**src/rtl/haze_generate_core.sv**
```systemverilog
// -----------------------------------------------------------------------------
// haze_generate_core
//
// Haze (low-frequency scatter background) estimator for the laser acquisition
// path. Each valid 32-bit laser sample is conditioned to DATA_WIDTH bits and
// pushed into a 2**AVG_SHIFT deep history buffer. A running sum of the window
// is maintained, and the boxcar average (sum >> AVG_SHIFT) is emitted once per
// accepted sample after the window has filled.
//
// Parameters
//   DATA_WIDTH  width of conditioned samples and of haze_data_o (<= 32)
//   AVG_SHIFT   log2 of the window length WIN (1..6)
//
// Optional feature macro
//   HAZE_SAT_EN  defined  : samples above 2**DATA_WIDTH-1 clamp to all ones
//                undefined: samples are truncated to their low DATA_WIDTH bits
//
// Ports
//   clk_i         in   1           system clock, rising edge
//   rst_i         in   1           asynchronous active-high reset
//   laser_vld_i   in   1           sample strobe, one sample per high cycle
//   laser_data_i  in   32          unsigned laser sample
//   haze_vld_o    out  1           one-cycle pulse, haze_data_o updated
//   haze_data_o   out  DATA_WIDTH  moving-average haze value, held between pulses
//
// Timing: sample accepted at edge k -> haze_vld_o high after edge k+1.
// -----------------------------------------------------------------------------
module haze_generate_core #(
  parameter int DATA_WIDTH = 16,
  parameter int AVG_SHIFT  = 3
) (
  input  logic                  clk_i,
  input  logic                  rst_i,
  input  logic                  laser_vld_i,
  input  logic [31:0]           laser_data_i,
  output logic                  haze_vld_o,
  output logic [DATA_WIDTH-1:0] haze_data_o
);

  localparam int WIN    = 1 << AVG_SHIFT;
  localparam int SUM_W  = DATA_WIDTH + AVG_SHIFT;
  localparam int FILL_W = AVG_SHIFT + 1;

  localparam logic [AVG_SHIFT-1:0] PTR_ONE   = AVG_SHIFT'(1);
  localparam logic [FILL_W-1:0]    FILL_ONE  = FILL_W'(1);
  localparam logic [FILL_W-1:0]    FILL_MAX  = FILL_W'(WIN);
  localparam logic [FILL_W-1:0]    FILL_LAST = FILL_W'(WIN - 1);

  // History buffer and stage-1 state
  logic [DATA_WIDTH-1:0] hist_r [WIN];
  logic [AVG_SHIFT-1:0]  wptr_r;
  logic [FILL_W-1:0]     fill_r;
  logic [SUM_W-1:0]      sum_r;
  logic                  s1_r;

  // Combinational helpers
  logic [DATA_WIDTH-1:0] x_s;
  logic [DATA_WIDTH-1:0] old_s;
  logic [SUM_W-1:0]      sum_nxt_s;
  logic [FILL_W-1:0]     fill_nxt_s;
  logic                  s1_nxt_s;

`ifdef HAZE_SAT_EN
  localparam logic [31:0] SAMPLE_MAX = 32'((64'd1 << DATA_WIDTH) - 64'd1);

  // Clamp oversized samples to the largest representable value
  always_comb begin
    x_s = laser_data_i[DATA_WIDTH-1:0];
    if (laser_data_i > SAMPLE_MAX) begin
      x_s = {DATA_WIDTH{1'b1}};
    end else begin
      x_s = laser_data_i[DATA_WIDTH-1:0];
    end
  end
`else
  // Upper sample bits are intentionally discarded in truncation mode
  logic unused_upper_s;
  assign unused_upper_s = ^laser_data_i;

  // Truncate samples to their low DATA_WIDTH bits
  always_comb begin
    x_s = laser_data_i[DATA_WIDTH-1:0];
  end
`endif

  // Next-state arithmetic for the window: the evicted sample leaves the sum
  // as the new one enters, so the sum never exceeds WIN * (2**DATA_WIDTH-1).
  // Until the buffer has filled, evicted entries are the zeros from reset.
  always_comb begin
    old_s     = hist_r[wptr_r];
    sum_nxt_s = sum_r + SUM_W'(x_s) - SUM_W'(old_s);
    if (fill_r == FILL_MAX) begin
      fill_nxt_s = FILL_MAX;
    end else begin
      fill_nxt_s = fill_r + FILL_ONE;
    end
    // This sample completes (or extends) a full window
    s1_nxt_s = (fill_r >= FILL_LAST);
  end

  // Stage 1: accept sample, update buffer, pointer, fill count and running sum
  always_ff @(posedge clk_i or posedge rst_i) begin
    if (rst_i) begin
      for (int i = 0; i < WIN; i++) begin
        hist_r[i] <= '0;
      end
      wptr_r <= '0;
      fill_r <= '0;
      sum_r  <= '0;
      s1_r   <= 1'b0;
    end else if (laser_vld_i) begin
      hist_r[wptr_r] <= x_s;
      // WIN is a power of two, so the pointer wraps naturally
      wptr_r <= wptr_r + PTR_ONE;
      fill_r <= fill_nxt_s;
      sum_r  <= sum_nxt_s;
      s1_r   <= s1_nxt_s;
    end else begin
      s1_r   <= 1'b0;
    end
  end

  // Stage 2: publish the truncated average one edge after acceptance
  always_ff @(posedge clk_i or posedge rst_i) begin
    if (rst_i) begin
      haze_vld_o  <= 1'b0;
      haze_data_o <= '0;
    end else begin
      haze_vld_o <= s1_r;
      if (s1_r) begin
        haze_data_o <= sum_r[SUM_W-1:AVG_SHIFT];
      end else begin
        haze_data_o <= haze_data_o;
      end
    end
  end

endmodule

```
**config.mk**
```make
export PLATFORM = sky130hd
export DESIGN_NAME = haze_generate_core
export DESIGN_NICKNAME = d
export VERILOG_FILES = /design/src/rtl/haze_generate_core.sv
export SDC_FILE = /design/constraint.sdc
export NUM_CORES = 1
export LEC_CHECK = 0
export CAP_MARGIN = 20
export CORE_ASPECT_RATIO = 1.25
export CORE_UTILIZATION = 35
export DETAILED_ROUTE_END_ITERATION = 10
export SLEW_MARGIN = 30
export SYNTH_ARGS = -nofsm -noshare
export SYNTH_HDL_FRONTEND = slang
export SYNTH_SLANG_ARGS = --single-unit
export TNS_END_PERCENT = 30
```
**constraint.sdc**
```tcl
create_clock -name clk_i -period 6.58 [get_ports clk_i]
set_input_delay 0.658 -clock clk_i [delete_from_list [all_inputs] [get_ports clk_i]]
set_output_delay 0.658 -clock clk_i [all_outputs]
set_load 0.01 [all_outputs]
```
==> flow_metrics.env <==
export IMPL_synth_most_common_cell="dfrtp_1"
export IMPL_grt_max_degree=74
export IMPL_min_period_over_period_pct=70.5
export IMPL_hp_class="flip-flop to flip-flop"
export IMPL_syn_num_nets=804
export IMPL_yosysWarnings=0
export IMPL_rsz0062_at_grt="no"
export IMPL_ys_types=50
export IMPL_nNetsFinal=834
export IMPL_busiest_layer="met2"
export IMPL_fp_dieW_um=144
export IMPL_cts_hold_buf=0
export IMPL_async_reset_ff_share_pct=100
export IMPL_dr_pass1_iters=4
export IMPL_wl_per_cell_um=16.4
export IMPL_cts_root_buf="clkbuf_16"
export IMPL_vias=5506
export IMPL_worstPathArrival_ns=4.94
export IMPL_met2_usage_pct=26.0
export IMPL_holdPathEnd="hist_r[12]"
export IMPL_yosysTopAreaCell="dfrtp_1"
export IMPL_grt_first_pass_wirelength_um=30500
export IMPL_rows=64
export IMPL_vias_per_cell=4.99
export IMPL_clk_latency_ns=0.44
export IMPL_area_growth_pct=14.3
export IMPL_drive_gt1_share_pct=25.1
export IMPL_grtUsageMet1_pct=20.5
export IMPL_synth_common_cells="dfrtp_1 (172), mux2_2 (107), o21ai_0 (75), nand2_1 (72), inv_1 (63)"
export IMPL_rrSetupSlack_ns=1.94
export IMPL_cts_setup_buffers=0
export IMPL_dieArea_um2=25800
export IMPL_finalMaxSlewViolations=0
export IMPL_synth_edf_count=0
export IMPL_cts_tree="built"
export IMPL_dpl_cell_area_um2=9500
export IMPL_path_clk_slew_ns=0.07
export IMPL_htreeDepth=4
export IMPL_fin_crit_ns=4.64
export IMPL_ant_nets=0
export IMPL_cts_resized=0
export IMPL_required_ns=6.88
export IMPL_post_place_ws_ns=1.83
export IMPL_clk_path_buf_depth=2
export IMPL_design_area_um2=10100
export IMPL_grt_usage_pct=15.5
export IMPL_numCtsBuffers=17
export IMPL_routed_wl_um=18000
export IMPL_start_kind="flip-flop"
export IMPL_ys_top_cells_by_area="dfrtp_1 (49%), mux2_2 (14%), mux4_2 (8.2%)"
export IMPL_yosysSeqAreaShare_pct=48.9
export IMPL_core_area_um2=24600
export IMPL_hold_viol_final=0
export IMPL_reg2reg_from="wptr_r[0]"
export IMPL_r2r_end="sum_r[16]"
export IMPL_crit_fanout=27
export IMPL_status="completed"
export IMPL_setup_violations=0
export IMPL_fillers=2347
export IMPL_syn_avg_cell_area_um2=12.0
export IMPL_holdWs_ns=0.477
export IMPL_worst_slack_ns=1.94
export IMPL_drcViolationCount=0
export IMPL_ys_ff_latch=172
export IMPL_ys_flop_type="dfrtp_1"
export IMPL_drv_cap=0
export IMPL_slew_headroom_pct=39.0
export IMPL_synth_area_um2=8810
export IMPL_tns_ns=0
export IMPL_end_kind="flip-flop"
export IMPL_dp_final_hpwl_um=12600
export IMPL_synth_cells=731
export IMPL_tightest_slew_ns=0.903
export IMPL_globalplace_congestion=0.818
export IMPL_grt_overflow=0
export IMPL_start_util_pct=35.8
export IMPL_grt_pass1_vias=5670
export IMPL_max_freq_ghz=0.216
export IMPL_critical_path_class="flip-flop to flip-flop"
export IMPL_met3_usage_pct=2.60
export IMPL_drt_iter0_markers=320
export IMPL_reg2regPathDepth=11
export IMPL_hp_start="hist_r[12]"
export IMPL_portBuffers=35
export IMPL_clock_sinks=172
export IMPL_synth_top_area_share_pct=48.9
export IMPL_finClkSkew_ns=0.0109
export IMPL_ios=52
export IMPL_holdPathStages=2
export IMPL_antenna_found_initial=0
export IMPL_diodes=0
export IMPL_die_h_um=179
-- layer usage --
| metal | wire, um | part of all wire, % | up-vias |
|---|---|---|---|
| li1 | - | - | 2629 |
| met1 | 8400 | 47 | 2784 |
| met2 | 8880 | 49 | 71 |
| met3 | 492 | 2.7 | 22 |
| met4 | 265 | 1.5 | 0 |
| met5 | 0 | 0 | - |
-- cell families (layout without fill, tap and decap cells) --
| kind of cell | Yosys count | in the layout | synth area share, % |
|---|---|---|---|
| buffers and inverters | 101 | 143 | 4.65 |
| multiplexers | 147 | 147 | 22.8 |
| AO/OA/AOI/OAI | 129 | 129 | 8.79 |
| AND/OR/NAND/NOR | 130 | 130 | 6.76 |
| XOR/XNOR | 14 | 14 | 1.39 |
| flip-flops | 172 | 172 | 48.9 |
| adder cells (fa/ha/maj) | 38 | 38 | 6.76 |
-- area by class of cell --
class	count	area, um2	area share, %
Timing Repair Buffer	49	454	4.51
Inverter	63	241	2.40
Multi-Input combinational cell	458	4090	40.7
Tap cell	330	413	4.10
Sequential cell	172	4310	42.8
Clock buffer	19	453	4.50
Clock inverter	12	106	1.06
-- critical path: stages, from the launching register on --
cell	delay, ns
dfrtp_2	0.92
buf_4	0.41
mux4_2	0.54
mux2_2	0.31
fa_1	0.48
inv_1	0.04
ha_1	0.21
a21o_1	0.22
o41ai_1	0.80
o21ai_0	0.29
xnor2_1	0.19
mux2i_1	0.09
-- sequential cells by signal (all words and copies together) (netlist names) --
name,count
sum_r,19
haze_vld_o,1
s1_r,1
fill_r,4
wptr_r,3
hist_r,128
haze_data_o,16
-- layout by cell type (no fill, tap or decap), types with 6 or more instances in the layout --
cell and count:
clkbuf_16 17, ha_1 22, buf_4 13, nor3_1 6, mux2_2 107, mux2i_1 8
a21o_1 6, clkdlybuf4s50_1 34, o21ai_0 75, inv_1 62, nand3_1 8, nand2_1 72
xnor2_1 10, nor2_1 20, mux4_2 32, dfrtp_1 171, a21oi_1 17, fa_1 16
-- metrics by stage --
stage	instances	util, %
2_1_floorplan	731	-
3_3_place_gp	1072	38.7
3_5_place_dp	1072	38.7
4_1_cts	1103	40.9
5_1_grt	1103	41.0
6_report	1103	41.0
-- worst max path at each step --
| stage | to | cells after the start | from | slack, ns |
|---|---|---|---|---|
| after floorplan | fill_r[0] | 1 | rst_i | 1.26 |
| after global placement | sum_r[16] | 11 | wptr_r[0] | 1.88 |
| after detailed placement | sum_r[16] | 11 | wptr_r[0] | 1.83 |
| after CTS | sum_r[16] | 11 | wptr_r[0] | 1.83 |
| after global routing | sum_r[16] | 11 | wptr_r[0] | 1.55 |
| final | sum_r[16] | 11 | wptr_r[0] | 1.94 |
Power is not shown: default switching activity piles up to over one toggle a cycle in this logic, so the estimate is an artifact.
